[config.mk]
export PLATFORM = sky130hd
export DESIGN_NAME = fifo_flags
export DESIGN_NICKNAME = d
export VERILOG_FILES = /design/src/rtl/fifo_flags.sv
export SDC_FILE = /design/constraint.sdc
export NUM_CORES = 1
export LEC_CHECK = 0
export BUFFER_PORTS_ARGS = -buffer_cell sky130_fd_sc_hd__buf_4
export CORE_UTILIZATION = 50
export DETAILED_ROUTE_END_ITERATION = 8
export PLACE_DENSITY = 0.66
export SKIP_CTS_REPAIR_TIMING = 1
export SKIP_LAST_GASP = 1
export SLEW_MARGIN = 20
export SYNTH_ARGS = -nofsm -noshare
export SYNTH_HDL_FRONTEND = slang
export SYNTH_SLANG_ARGS = --single-unit
[constraint.sdc]
create_clock -name clk -period 10.9 [get_ports clk]
set_clock_uncertainty 0.05 [all_clocks]
set_input_delay 0 -clock clk [delete_from_list [all_inputs] [get_ports clk]]
set_output_delay 0 -clock clk [all_outputs]
set_load 0.02 [all_outputs]
[src/rtl/fifo_flags.sv]
// Synchronous single-clock FIFO with occupancy counter, programmable
// almost-full / almost-empty thresholds and sticky overflow / underflow flags.
// FWFT selects between a registered read port and first-word-fall-through.
module fifo_flags #(
   parameter int FIFO_WIDTH = 63,
   parameter int FIFO_DEPTH = 8,
   parameter int FWFT       = 0,
   parameter int FIFO_BITS  = $clog2(FIFO_DEPTH)
) (
   input  logic                  clk,
   input  logic                  reset_n,
   input  logic [FIFO_WIDTH-1:0] data_in,
   input  logic                  write_n,
   input  logic                  read_n,
   input  logic [FIFO_BITS:0]    af_thresh,
   input  logic [FIFO_BITS:0]    ae_thresh,
   input  logic                  clear_errors,
   output logic [FIFO_WIDTH-1:0] data_out,
   output logic                  data_valid,
   output logic [FIFO_BITS:0]    fifo_counter,
   output logic                  fifo_full,
   output logic                  fifo_empty,
   output logic                  fifo_almost_full,
   output logic                  fifo_almost_empty,
   output logic                  overflow,
   output logic                  underflow
);

   // Count value meaning "every word occupied", and the last legal pointer
   // value before wrapping (depth need not be a power of two).
   localparam logic [FIFO_BITS:0]   DEPTH_CNT = (FIFO_BITS+1)'(FIFO_DEPTH);
   localparam logic [FIFO_BITS-1:0] LAST_PTR  = FIFO_BITS'(FIFO_DEPTH-1);

   logic [FIFO_WIDTH-1:0] r_mem [FIFO_DEPTH];
   logic [FIFO_BITS-1:0]  r_wr_ptr;
   logic [FIFO_BITS-1:0]  r_rd_ptr;
   logic [FIFO_BITS:0]    r_count;
   logic                  r_overflow;
   logic                  r_underflow;

   logic                  w_rd_accept;
   logic                  w_wr_accept;
   logic [FIFO_WIDTH-1:0] w_head_word;

   // A read needs a stored word; a write needs a free slot, or a slot being
   // freed by a read in the same cycle (so a full FIFO can stream).
   assign w_rd_accept = !read_n && (r_count != '0);
   assign w_wr_accept = !write_n && ((r_count != DEPTH_CNT) || w_rd_accept);
   assign w_head_word = r_mem[r_rd_ptr];

   // Pointer and occupancy tracking; rejected accesses leave all of it alone.
   // NOTE: sequential state uses non-blocking assignment so every register
   // samples pre-edge values, independent of block or statement order.
   always_ff @(posedge clk or negedge reset_n) begin
      if (!reset_n) begin
         r_wr_ptr <= '0;
         r_rd_ptr <= '0;
         r_count  <= '0;
      end else begin
         if (w_wr_accept) begin
            r_wr_ptr <= (r_wr_ptr == LAST_PTR) ? '0 : r_wr_ptr + 1'b1;
         end
         if (w_rd_accept) begin
            r_rd_ptr <= (r_rd_ptr == LAST_PTR) ? '0 : r_rd_ptr + 1'b1;
         end
         case ({w_wr_accept, w_rd_accept})
            2'b10:   r_count <= r_count + 1'b1;
            2'b01:   r_count <= r_count - 1'b1;
            default: r_count <= r_count;
         endcase
      end
   end

   // Storage array, written only on an accepted write.
   // NOTE: the memory is deliberately not reset; contents are meaningless
   // until written, and the empty count already hides stale words.
   always_ff @(posedge clk) begin
      if (w_wr_accept) begin
         r_mem[r_wr_ptr] <= data_in;
      end
   end

   // Sticky error flags: a new error in the same cycle as a clear wins.
   always_ff @(posedge clk or negedge reset_n) begin
      if (!reset_n) begin
         r_overflow  <= 1'b0;
         r_underflow <= 1'b0;
      end else begin
         if (!write_n && !w_wr_accept) begin
            r_overflow <= 1'b1;
         end else if (clear_errors) begin
            r_overflow <= 1'b0;
         end
         if (!read_n && !w_rd_accept) begin
            r_underflow <= 1'b1;
         end else if (clear_errors) begin
            r_underflow <= 1'b0;
         end
      end
   end

   generate
      if (FWFT != 0) begin : g_fwft
         // Head word is always presented; a read consumes what is shown.
         assign data_out   = w_head_word;
         assign data_valid = (r_count != '0);
      end else begin : g_registered
         logic [FIFO_WIDTH-1:0] r_data_out;
         logic                  r_data_valid;

         // Registered read port: load the head word on an accepted read and
         // hold it otherwise; valid marks only the cycle after the pop.
         always_ff @(posedge clk or negedge reset_n) begin
            if (!reset_n) begin
               r_data_out   <= '0;
               r_data_valid <= 1'b0;
            end else begin
               r_data_valid <= w_rd_accept;
               if (w_rd_accept) begin
                  r_data_out <= w_head_word;
               end
            end
         end

         assign data_out   = r_data_out;
         assign data_valid = r_data_valid;
      end
   endgenerate

   // Status flags are plain decodes of the registered count.
   assign fifo_counter      = r_count;
   assign fifo_full         = (r_count == DEPTH_CNT);
   assign fifo_empty        = (r_count == '0);
   assign fifo_almost_full  = (r_count >= af_thresh);
   assign fifo_almost_empty = (r_count <= ae_thresh);
   assign overflow          = r_overflow;
   assign underflow         = r_underflow;

endmodule

Word level (Yosys, flattened, before mapping)
Memories as Yosys holds them, arrays and structs flattened. A register that Yosys moved wholly into a read port is not among the register bits.
Cells that the tools add are included.
{ "word_totals": {"reg_bits": 13, "latchBits": 0, "mem_bits_rw": 504, "mem_bits_ro": 0, "out_inout_bits": 74, "wordCells": 42, "memories": 1} }
{ "op_classes": {"n_addsub": 4, "n_mul": 0, "div_mod_pow": 0, "order_cmp": 2, "eq_ne": 6, "n_shift": 0, "mux": 8, "n_bitwise": 0, "reduce_logical": 15} }
{ "memory_table": {"columns": ["name", "depth", "word_bits", "read_ports", "rd_ports_with_merged_regs", "write_ports", "line_no", "rtl"], "rows": [
  ["r_mem", 8, 63, 1, 1, 1, "34", "logic [FIFO_WIDTH-1:0] r_mem [FIFO_DEPTH];"]
]} }
{ "op_table": {"columns": ["cell", "count"], "rows": [
  ["$pmux W4 S2", 1],
  ["$add A3 B1 Y3 const B", 2],
  ["$eq A3 B3 Y1 const B", 2],
  ["$mux W3", 2],
  ["$reduce_bool A2 Y1", 3],
  ["$logic_not A1 Y1", 5],
  ["$mux W1", 5],
  ["$add A4 B1 Y4 const B", 1],
  ["$eq A4 B4 Y1 const B", 1],
  ["$ge A4 B4 Y1", 1],
  ["$le A4 B4 Y1", 1],
  ["$logic_and A1 B1 Y1", 4],
  ["$logic_not A4 Y1", 1],
  ["$ne A4 B4 Y1 const B", 1],
  ["$reduce_bool A4 Y1", 1],
  ["$sub A4 B1 Y4 const B", 1],
  ["$eq A2 B1 Y1 const B", 1],
  ["$eq A2 B2 Y1 const B", 1],
  ["$logic_or A1 B1 Y1", 1]
]} }

Longest topological paths before layout
Gate-level depths: netlist of run 1.
{ "depth": {"ltp_word": 7, "mapped_depth": 8, "mapped_depth_nobuf": 8} }

Least setup slack after synthesis of run 1
OpenSTA, ideal clock, no wires.
{ "synth_timing": {"kind": "register -> register", "startpoint": "register r_count[1] (netlist: fifo_counter[1])", "endpoint": "memory r_mem[2][0], enable pin", "setup_ns": 0.662, "t_arrival_ns": 7.596, "t_required_ns": 10.188, "setup_slack_ns": 2.593, "path_stages_with_launch": 5, "synth_period_minus_slack_ns": 8.307, "cell_sequence": "dfrtp_1 -> nor3_1 -> a31o_2 -> buf_2 -> nor4b_1"} }
{ "synth_via": {"elab_chain_len": 6} }
{ "synth_lines": {"columns": ["element", "line_no", "rtl"], "rows": [
  ["start, declared", "37", "logic [FIFO_BITS:0] r_count;"],
  ["start signal, assigned", "67", "2'b10: r_count <= r_count + 1'b1;"],
  ["start signal, assigned", "68", "2'b01: r_count <= r_count - 1'b1;"],
  ["start signal, assigned", "69", "default: r_count <= r_count;"],
  ["$reduce_bool A4 Y1", "47", "assign w_rd_accept = !read_n && (r_count != '0);"],
  ["$logic_and A1 B1 Y1", "47", null],
  ["$logic_or A1 B1 Y1 (*)", "48", "assign w_wr_accept = !write_n && ((r_count != DEPTH_CNT) || w_rd_accept);"],
  ["$logic_and A1 B1 Y1 (*)", "48", null],
  ["$mux W1 (*)", "78", "if (w_wr_accept) begin"],
  ["$mux W1 (not written as such) (*)", "79", "r_mem[r_wr_ptr] <= data_in;"],
  ["end, declared", "34", null]
]} }
Every way passes the cells marked *; elsewhere a longest branch is shown, timed or not.

Final worst setup path of run 1
{ "layout_timing": {"startpoint": "register r_count[1] (netlist: fifo_counter[1])", "endpoint": "memory r_mem[5][9], enable pin"} }
Same word-level chain as after synthesis.

==> results.yml, run 1 <==
status:
  status: "completed"
sta:
  finalSetupViolCount: 0
  fmax_mhz: 349
  slew_viol_final: 0
  fin_crit_sh: 0.263
  fin_tns_setup_ns: 0
  timing.final.hold_violations: 0
  period_needed_ns: 2.86
  rsz0062_at_grt: "no"
  worst_pin_slew_ns: 1.17
  max_slew_margin: 0.218
clock_tree:
  clock_path_buffers: 3
  h-tree-depth: 2
  cts_made_buffers: 57
  clk_pin_slew_ns: 0.06
  clkLatencyLatePin_ns: 0.60
  numClockSinks: 580
  cts_tree: "done"
  cts_root_buf: "clkbuf_16"
route:
  drt_wl_total_um: 49000
  drtAntennaViolNets: 0
  firstDrtPassIters: 4
  wire_per_inst_um: 22.4
  avgViaCountPerCell: 5.57
  dr_total_vias: 12200
  route.detailed.drc: 0
  drt-initial-drc-count: 999
synth:
  synthXorXnorAreaFrac: 0.00157
  yosys.area.top_type_share: 0.679
  synth_cells: 1311
  yosys.area.top_type: "edfxtp_1"
  synth.cell_area_um2: 22300
  ys_seq_area_frac: 0.764
  synthSimpleGateAreaFrac: 0.0457
  synth_top_flop_cell: "edfxtp_1"
  yosys_warnings: 0
  synth_edf_count: 504
  synth_top_family_by_area: "multiplexers"
  async_reset_ff_frac: 0.131
  synth_compound_area_frac: 0.0471
  avgSynthCellArea_um2: 17.0
  synth_nets: 1402
  yosys.area_share.adder: 0.00875
  synth.distinct_cells: 37
  synthMuxAreaShare: 0.114
  synth_area_leaders: "edfxtp_1 68%, mux2i_1 11%, dfrtp_1 8.5%, a22oi_1 4.2%, nand2_1 2.4%"
  yosys_register_bits: 580
critical_path:
  cp-end-kind: "flop"
  worstPathArrival_ns: 3.03
  crit_start: "fifo_counter[1]"
  crit_path_max_fanout: 32
  crit_type: "reg2reg"
  r2r-start: "fifo_counter[1]"
  required_ns: 11.06
  start_kind: "flop"
power:
  swShare: 0.319
  combinationalPowerShare: 0.289
  power.leakage_nw: 10.1
  clockPowerShare: 0.282
  seqPwrFrac: 0.429
  ir_drop_mv: 0.175
  switching_power_w: 0.00224
  p_int_w: 0.00479
  power.density_nw_per_um2: 263
place:
  port_buffers: 149
  gp_congestion: 0.747
  hpwl_um: 25000
final_layout:
  syn_to_final_growth_pct: 20.0
  utilization: 0.606
  final-seq-area_um2: 17000
  multi_input_area_um2: 4920
  drive_above_1_share: 0.179
  fillerInstances: 3343
  final_nets: 1634
floorplan:
  rows: 77
  core-area_um2: 44100
  start_util: 0.505
  pin_count: 150
  die_x_um: 213
  dieArea_um2: 45400
  fp.dieH_um: 213
flow_run:
  drv_cap: 0
global_route:
  grt-ovfl-total: 0
  grt_usage: 0.218
  antenna_found_initial: 2
  grt_pass1_wl_um: 72900
  grt_max_degree: 160
  grt_pass1_vias: 12200
worst_hold_path:
  min_path_type: "in2reg"
  hold_start: "clear_errors"
-- path summary, 6_finish.rpt --
path / end / slack (ns) / cells past startpoint
worst max-delay path: r_mem[5][9] / 8.04 / 6
worst min-delay path: underflow / 0.11 / 3
worst max register to register: r_mem[5][9] / 8.04 / 6
worst min register to register: data_out[5] / 0.43 / 2
max in group asynchronous: r_rd_ptr[0] / 9.52 / 4
min in group asynchronous: data_out[44] / 0.31 / 3
-- cell usage after synthesis, types with 2 or more instances --
master and number:
dfrtp_1 76, clkbuf_1 29, buf_6 5, nand3_1 65, and2_1 2, nor2_1 2
ha_1 14, edfxtp_1 504, nor3_1 5, nand3b_1 3, xor2_1 2, o21ai_0 2
inv_1 12, buf_2 33, o22ai_1 2, o21a_1 2, nand2b_1 2, nor2b_1 3
xnor2_1 2, buf_4 5, nor3b_1 2, a22oi_1 126, nand2_1 142, a21o_1 5
mux2i_1 253, nor4b_1 2
-- area by class of cell --
| class | count | share of cell area |
|---|---|---|
| inverter | 13 | 0.00182 |
| timing repair buffer | 245 | 0.0779 |
| multi-input combinational | 646 | 0.184 |
| sequential | 580 | 0.637 |
| tap | 592 | 0.0277 |
| clock buffer | 75 | 0.0599 |
| clock inverter | 30 | 0.0117 |
| antenna | 2 | 0.000187 |
-- flip-flops by register name, indices dropped and copies added (netlist names) --
signal and flops:
r_mem 504, data_out 63, fifo_counter 4, r_rd_ptr 3, r_wr_ptr 3, data_valid 1
overflow 1, underflow 1
-- layer usage --
layer  GRT usage  vias to the layer above  share of wire
met5           0                        -              0
met3      0.0474                       67          0.059
li1            -                     5546              -
met1       0.294                     6223           0.43
met4      0.0552                        0          0.019
met2       0.359                      319           0.49
-- cell usage in the layout, fill, tap and decap left out, types with 2 or more instances in the layout --
| cell | n |
|---|---|
| nor4b_2 | 2 |
| clkinv_2 | 11 |
| diode_2 | 2 |
| xnor2_1 | 2 |
| clkbuf_8 | 11 |
| buf_4 | 172 |
| o21ai_0 | 2 |
| nor3_1 | 3 |
| nand3_1 | 65 |
| clkbuf_1 | 7 |
| dfrtp_1 | 75 |
| clkbuf_16 | 57 |
| nor3_2 | 2 |
| nand2_1 | 142 |
| xor2_1 | 2 |
| a22oi_1 | 126 |
| nor2_4 | 2 |
| nor2b_4 | 2 |
| nand3b_1 | 3 |
| o22ai_1 | 2 |
| a21o_1 | 5 |
| ha_1 | 14 |
| bufinv_16 | 6 |
| buf_16 | 3 |
| inv_1 | 12 |
| mux2i_1 | 253 |
| edfxtp_1 | 504 |
| nor3b_2 | 2 |
| dlygate4sd3_1 | 69 |
| clkinvlp_4 | 3 |
| clkinv_1 | 7 |
| o21a_1 | 2 |
-- power by group through the flow --
stage / clock [W] / combinational [W] / sequential [W]
CTS: 0.00202 / 0.00203 / 0.00302
global placement: 0 / 0.00200 / 0.00305
finish: 0.00199 / 0.00203 / 0.00301
global route: 0.00210 / 0.00220 / 0.00305
detailed placement: 0 / 0.00202 / 0.00306
floorplan: 0 / 0.00119 / 0.00319
-- kinds of logic (layout without fill, tap and decap cells) --
logic type,Yosys count,after routing
other,0,2
muxes,254,254
xor gates and xnor gates,4,4
and+or+nand+nor,232,232
adders and majority gates,15,15
DFF,580,580
buffers and inverters,85,363
AOI/OAI and AO/OA,141,141
-- critical path, stage by stage (launching register included) --
cell	delay, ns
dfrtp_1	0.48
nor3_1	0.15
a31oi_1	0.29
nand2_1	0.23
nor3b_2	0.20
buf_4	0.48
buf_4	0.56
-- stage by stage --
| step | total power (W) | area, µm² | hold slack [ns] | setup slack [ns] | std cells |
|---|---|---|---|---|---|
| 2_1_floorplan | 0.00437 | 22300 | -0.346 | 2.59 | 1311 |
| 5_1_grt | 0.00735 | 26800 | 0.108 | 7.88 | 2183 |
| 3_3_place_gp | 0.00504 | 24100 | -0.00105 | 8.08 | 2004 |
| 3_5_place_dp | 0.00508 | 24100 | 0.00234 | 8.04 | 2005 |
| 6_report | 0.00703 | 26800 | 0.110 | 8.04 | 2183 |
| 4_1_cts | 0.00707 | 26000 | -0.642 | 8.01 | 2110 |
No activity file was read; power rests on OpenSTA's default activity.
==> run 2, diff against run 1 <==
Clock period 10.9 ns to 2.7 ns, I/O delays scaled along.
==> run 2 against run 1 <==
- cell area up 1.0%
- critical endpoint is now fifo_counter[3]
- register-to-register slack worse by 7.8 ns
- setup slack worse by 7.8 ns
- sequential power rose to 4.1 times the previous value
- the run now ends with hold timing left
- count of clock-buffer cells in the layout unchanged
==> results.yml, run 2 (synthesis gave the netlist of run 1 again) <==
critical_path:
  crit_path_max_fanout: 9
  cp-end-kind: "flop"
  crit_type: "reg2reg"
  start_kind: "flop"
  required_ns: 3.12
  worstPathArrival_ns: 2.87
final_layout:
  syn_to_final_growth_pct: 21.2
  final_nets: 1644
  largest_register: "r_mem"
  largest_reg_flops: 504
  drive_above_1_share: 0.185
  final_cell_mix: "504 x edfxtp_1, 253 x mux2i_1, 166 x buf_4"
  final_cell_count_no_fill: 2195
  fin_area_um2: 27000
  final_common_cell: "edfxtp_1"
  utilization: 0.613
place:
  gp_congestion: 0.743
  postPlaceCellArea_um2: 24500
  dpl_worst_slack_ns: 0.292
  hpwl_um: 25400
  port_buffers: 149
  place_inst: 2017
route:
  wire_per_inst_um: 21.5
  drtAntennaViolNets: 0
  drt-initial-drc-count: 826
  dr_total_vias: 12000
  route.detailed.drc: 0
  avgViaCountPerCell: 5.46
  drt_wl_total_um: 47200
  firstDrtPassIters: 7
flow_run:
  drv_cap: 0
power:
  power.leakage_nw: 10.2
  power.density_nw_per_um2: 1050
  ir_drop_mv: 0.586
global_route:
  grt_usage: 0.211
  antenna_found_initial: 1
  grt-ovfl-total: 0
  grt_max_degree: 69
  grt_pass1_vias: 12100
  grt_pass1_wl_um: 71000
clock_tree:
  clock_path_buffers: 3
  cts_root_buf: "clkbuf_16"
  h-tree-depth: 2
  clkLatencyLatePin_ns: 0.60
  clk_pin_slew_ns: 0.06
  numClockSinks: 580
  cts_made_buffers: 58
  cts_tree: "done"
worst_hold_path:
  min_path_type: "in2async"
floorplan:
  start_util: 0.505
  die_x_um: 213
  dieArea_um2: 45400
  rows: 77
  fp.dieH_um: 213
  core-area_um2: 44100
  pin_count: 150
sta:
  fin_ws_ns: 0.250
  finalSetupViolCount: 0
  fin_hold_ws_ns: -0.0331
  rsz0062_at_grt: "no"
  period_needed_ns: 2.45
  fin_crit_sh: 0.907
  fmax_mhz: 408
  slew_viol_final: 0
  worst_pin_slew_ns: 0.786
  max_slew_margin: 0.476
  timing.final.hold_violations: 18
  fin_tns_setup_ns: 0
status:
  violations: "hold timing"
  status: "complete, but fails checks"
[run 2: cell types whose count changed in the layout (fill, tap and decap cells not counted), sizes merged]
cell | before | now
buf | 176 | 186
dlygate4sd3 | 69 | 68
clkinv | 19 | 24
diode | 2 | 1
bufinv | 6 | 5
[run 2: layer usage]
metal / track usage / routed length [µm] / up-vias / share of wire
met1: 0.287 / 21200 / 6090 / 0.45
met2: 0.355 / 23300 / 275 / 0.49
li1: - / - / 5564 / -
met4: 0.0483 / 724 / 0 / 0.015
met3: 0.0372 / 1950 / 58 / 0.041
met5: 0 / 0 / - / 0
[run 2: area by class of cell]
class | instances | area (µm²)
repair buffers | 254 | 2330
clock inverters | 34 | 302
fillers | 3282 | 17100
inverters | 13 | 48.8
flip-flops and latches | 580 | 17000
clock buffers | 75 | 1580
diodes | 1 | 2.50
well taps | 592 | 741
multi-input cells | 646 | 4990
[run 2: final timing paths]
check	start	endpoint	slack (ns)	cells past startpoint
setup / recovery	fifo_counter[3]	fifo_counter[3]	0.25	8
hold / removal	reset_n	data_out[11]	-0.03	2
setup reg to reg	fifo_counter[3]	fifo_counter[3]	0.25	8
hold reg to reg	data_out[20]	data_out[20]	0.42	2
max in group asynchronous	reset_n	data_out[42]	1.77	3
min in group clk	clear_errors	underflow	0.11	3
[run 2: power breakdown]
group	total [W]	switching (W)	internal [W]
registers	0.0122	0.000843	0.0114
clock network	0.00785	0.00326	0.00459
logic	0.00832	0.00492	0.00340
[run 2: critical path: stages, from the launching register on]
cell       delay (ns)
dfrtp_1          0.50
or4_4            0.57
nand3b_1         0.18
inv_1            0.09
ha_1             0.32
a21oi_1          0.21
o2bb2ai_1        0.14
o22ai_1          0.10
xor2_1           0.16
[run 2: through the flow]
step / hold WS (ns) / total power, W
global route: 0.0225 / 0.0297
detailed placement: 0.0657 / 0.0207
global placement: 0.0696 / 0.0206
floorplan: -0.346 / 0.0176
CTS: -0.588 / 0.0286
finish: -0.0331 / 0.0284
==> run 3, diff against run 2 <==
Settings changed: CTS_BUF_LIST from default to sky130_fd_sc_hd__clkbuf_4.
==> run 3 against run 2 <==
- utilization increased by 1.7 points
- wire length up 2.9%
- via count rose by 6.6%
- critical path depth fell by 1
- register-to-register slack better by 0.02 ns
- critical path type is now reg2out
- critical endpoint is now fifo_almost_full
- the run now ends clean
==> results.yml, run 3 (synthesis gave the netlist of run 1 again) <==
status:
  status: "completed"
final_layout:
  syn_to_final_growth_pct: 24.5
  fillerInstances: 3356
  final_nets: 1800
  drive_above_1_share: 0.246
  final_cell_mix: "504 x edfxtp_1, 253 x mux2i_1, 233 x clkbuf_4"
  final_common_cell: "edfxtp_1"
  multi_input_area_um2: 4990
  fin_area_um2: 27800
  final-seq-area_um2: 17000
  largest_register: "r_mem"
  largest_reg_flops: 504
critical_path:
  max_stage_delay_ns: 0.46
  worst_path_max_delay_cell: "dfrtp_2"
  worstPathArrival_ns: 2.47
  path_cells: "inv_1 -> ha_1 -> nand2b_1 -> a21o_1 -> a21o_1 -> a21o_1 -> buf_4"
  cp-end-kind: "output port"
  required_ns: 2.65
  crit_type: "reg2out"
  start_kind: "flop"
  crit_path_max_fanout: 6
  path_common_cell: "a21o_1"
global_route:
  grt_pass1_wl_um: 72200
  grt_usage: 0.215
  grt_pass1_vias: 12800
  antenna_found_initial: 1
  grt_max_degree: 69
  grt-ovfl-total: 0
clock_tree:
  clkLatencyLatePin_ns: 0.84
  cts_made_buffers: 147
  clk_pin_slew_ns: 0.06
  clock_path_buffers: 3
  cts_tree: "done"
  numClockSinks: 580
  cts_root_buf: "clkbuf_4"
  h-tree-depth: 4
place:
  postPlaceCellArea_um2: 24500
  dpl_worst_slack_ns: 0.292
  gp_congestion: 0.743
  hpwl_um: 25400
  port_buffers: 149
floorplan:
  fp.dieH_um: 213
  dieArea_um2: 45400
  die_x_um: 213
  rows: 77
  core-area_um2: 44100
  start_util: 0.505
  pin_count: 150
sta:
  worst_pin_slew_ns: 0.708
  fin_hold_ws_ns: 0.0878
  max_slew_margin: 0.527
  finalSetupViolCount: 0
  fin_crit_sh: 0.933
  rsz0062_at_grt: "no"
  slew_viol_final: 0
  timing.final.hold_violations: 0
  period_needed_ns: 2.52
  fin_ws_ns: 0.180
  fmax_mhz: 397
worst_hold_path:
  min_path_type: "in2reg"
route:
  wire_per_inst_um: 20.1
  firstDrtPassIters: 5
  route.detailed.drc: 0
  avgViaCountPerCell: 5.29
  drt-initial-drc-count: 773
  dr_total_vias: 12800
  drtAntennaViolNets: 0
  drt_wl_total_um: 48600
power:
  ir_drop_mv: 0.587
  p_int_w: 0.0189
  p_total_w: 0.0280
  power.density_nw_per_um2: 1010
  power.leakage_nw: 10.7
  switching_power_w: 0.00908
  clockPowerShare: 0.264
  swShare: 0.324
  combinationalPowerShare: 0.300
  seqPwrFrac: 0.436
flow_run:
  drv_cap: 0
==> run 3: power by group through the flow <==
stage | registers (W) | clock network (W) | logic (W)
floorplan | 0.0128 | 0 | 0.00486
global placement | 0.0123 | 0 | 0.00821
detailed placement | 0.0124 | 0 | 0.00832
CTS | 0.0122 | 0.00760 | 0.00834
global route | 0.0124 | 0.00807 | 0.00910
finish | 0.0122 | 0.00738 | 0.00840
==> run 3: final cells by class <==
type                            count  area share
Sequential cell                   580       0.614
Multi-Input combinational cell    646       0.180
Timing Repair Buffer              321       0.109
Clock buffer                      233      0.0630
Tap cell                          592      0.0267
Clock inverter                     31     0.00622
Inverter                           13     0.00176
Antenna cell                        1   0.0000901
==> run 3: path summary, 6_finish.rpt <==
path | startpoint | to | slack (ns) | cells past startpoint
max | fifo_counter[0] | fifo_almost_full | 0.18 | 7
min | write_n | r_wr_ptr[1] | 0.09 | 5
max reg2reg | fifo_counter[3] | fifo_counter[3] | 0.27 | 8
min reg2reg | data_out[20] | data_out[20] | 0.42 | 2
max in group asynchronous | reset_n | data_out[40] | 1.95 | 4
min in group asynchronous | reset_n | data_out[9] | 0.31 | 4
==> run 3: layer usage <==
metal / global-route usage / part of all wire
met1: 0.280 / 0.44
met2: 0.356 / 0.50
met3: 0.0532 / 0.048
met4: 0.0702 / 0.012
met5: 0 / 0
==> run 3: stage by stage <==
stage	util	setup TNS, ns	std cells
2_1_floorplan	-	-239.91	1311
3_3_place_gp	0.554	0	2017
3_5_place_dp	0.554	0	2017
4_1_cts	0.598	0	2281
5_1_grt	0.629	0	2417
6_report	0.629	0	2417
==> run 3: critical path: cells and delay by family, from the launching register on <==
kind / cells / cell delay [ns]
buffers and inverters: 2 / 0.30
flip-flops: 1 / 0.46
adder cells (fa/ha/maj): 1 / 0.24
AND/OR/NAND/NOR: 1 / 0.15
AO/OA/AOI/OAI: 3 / 0.51
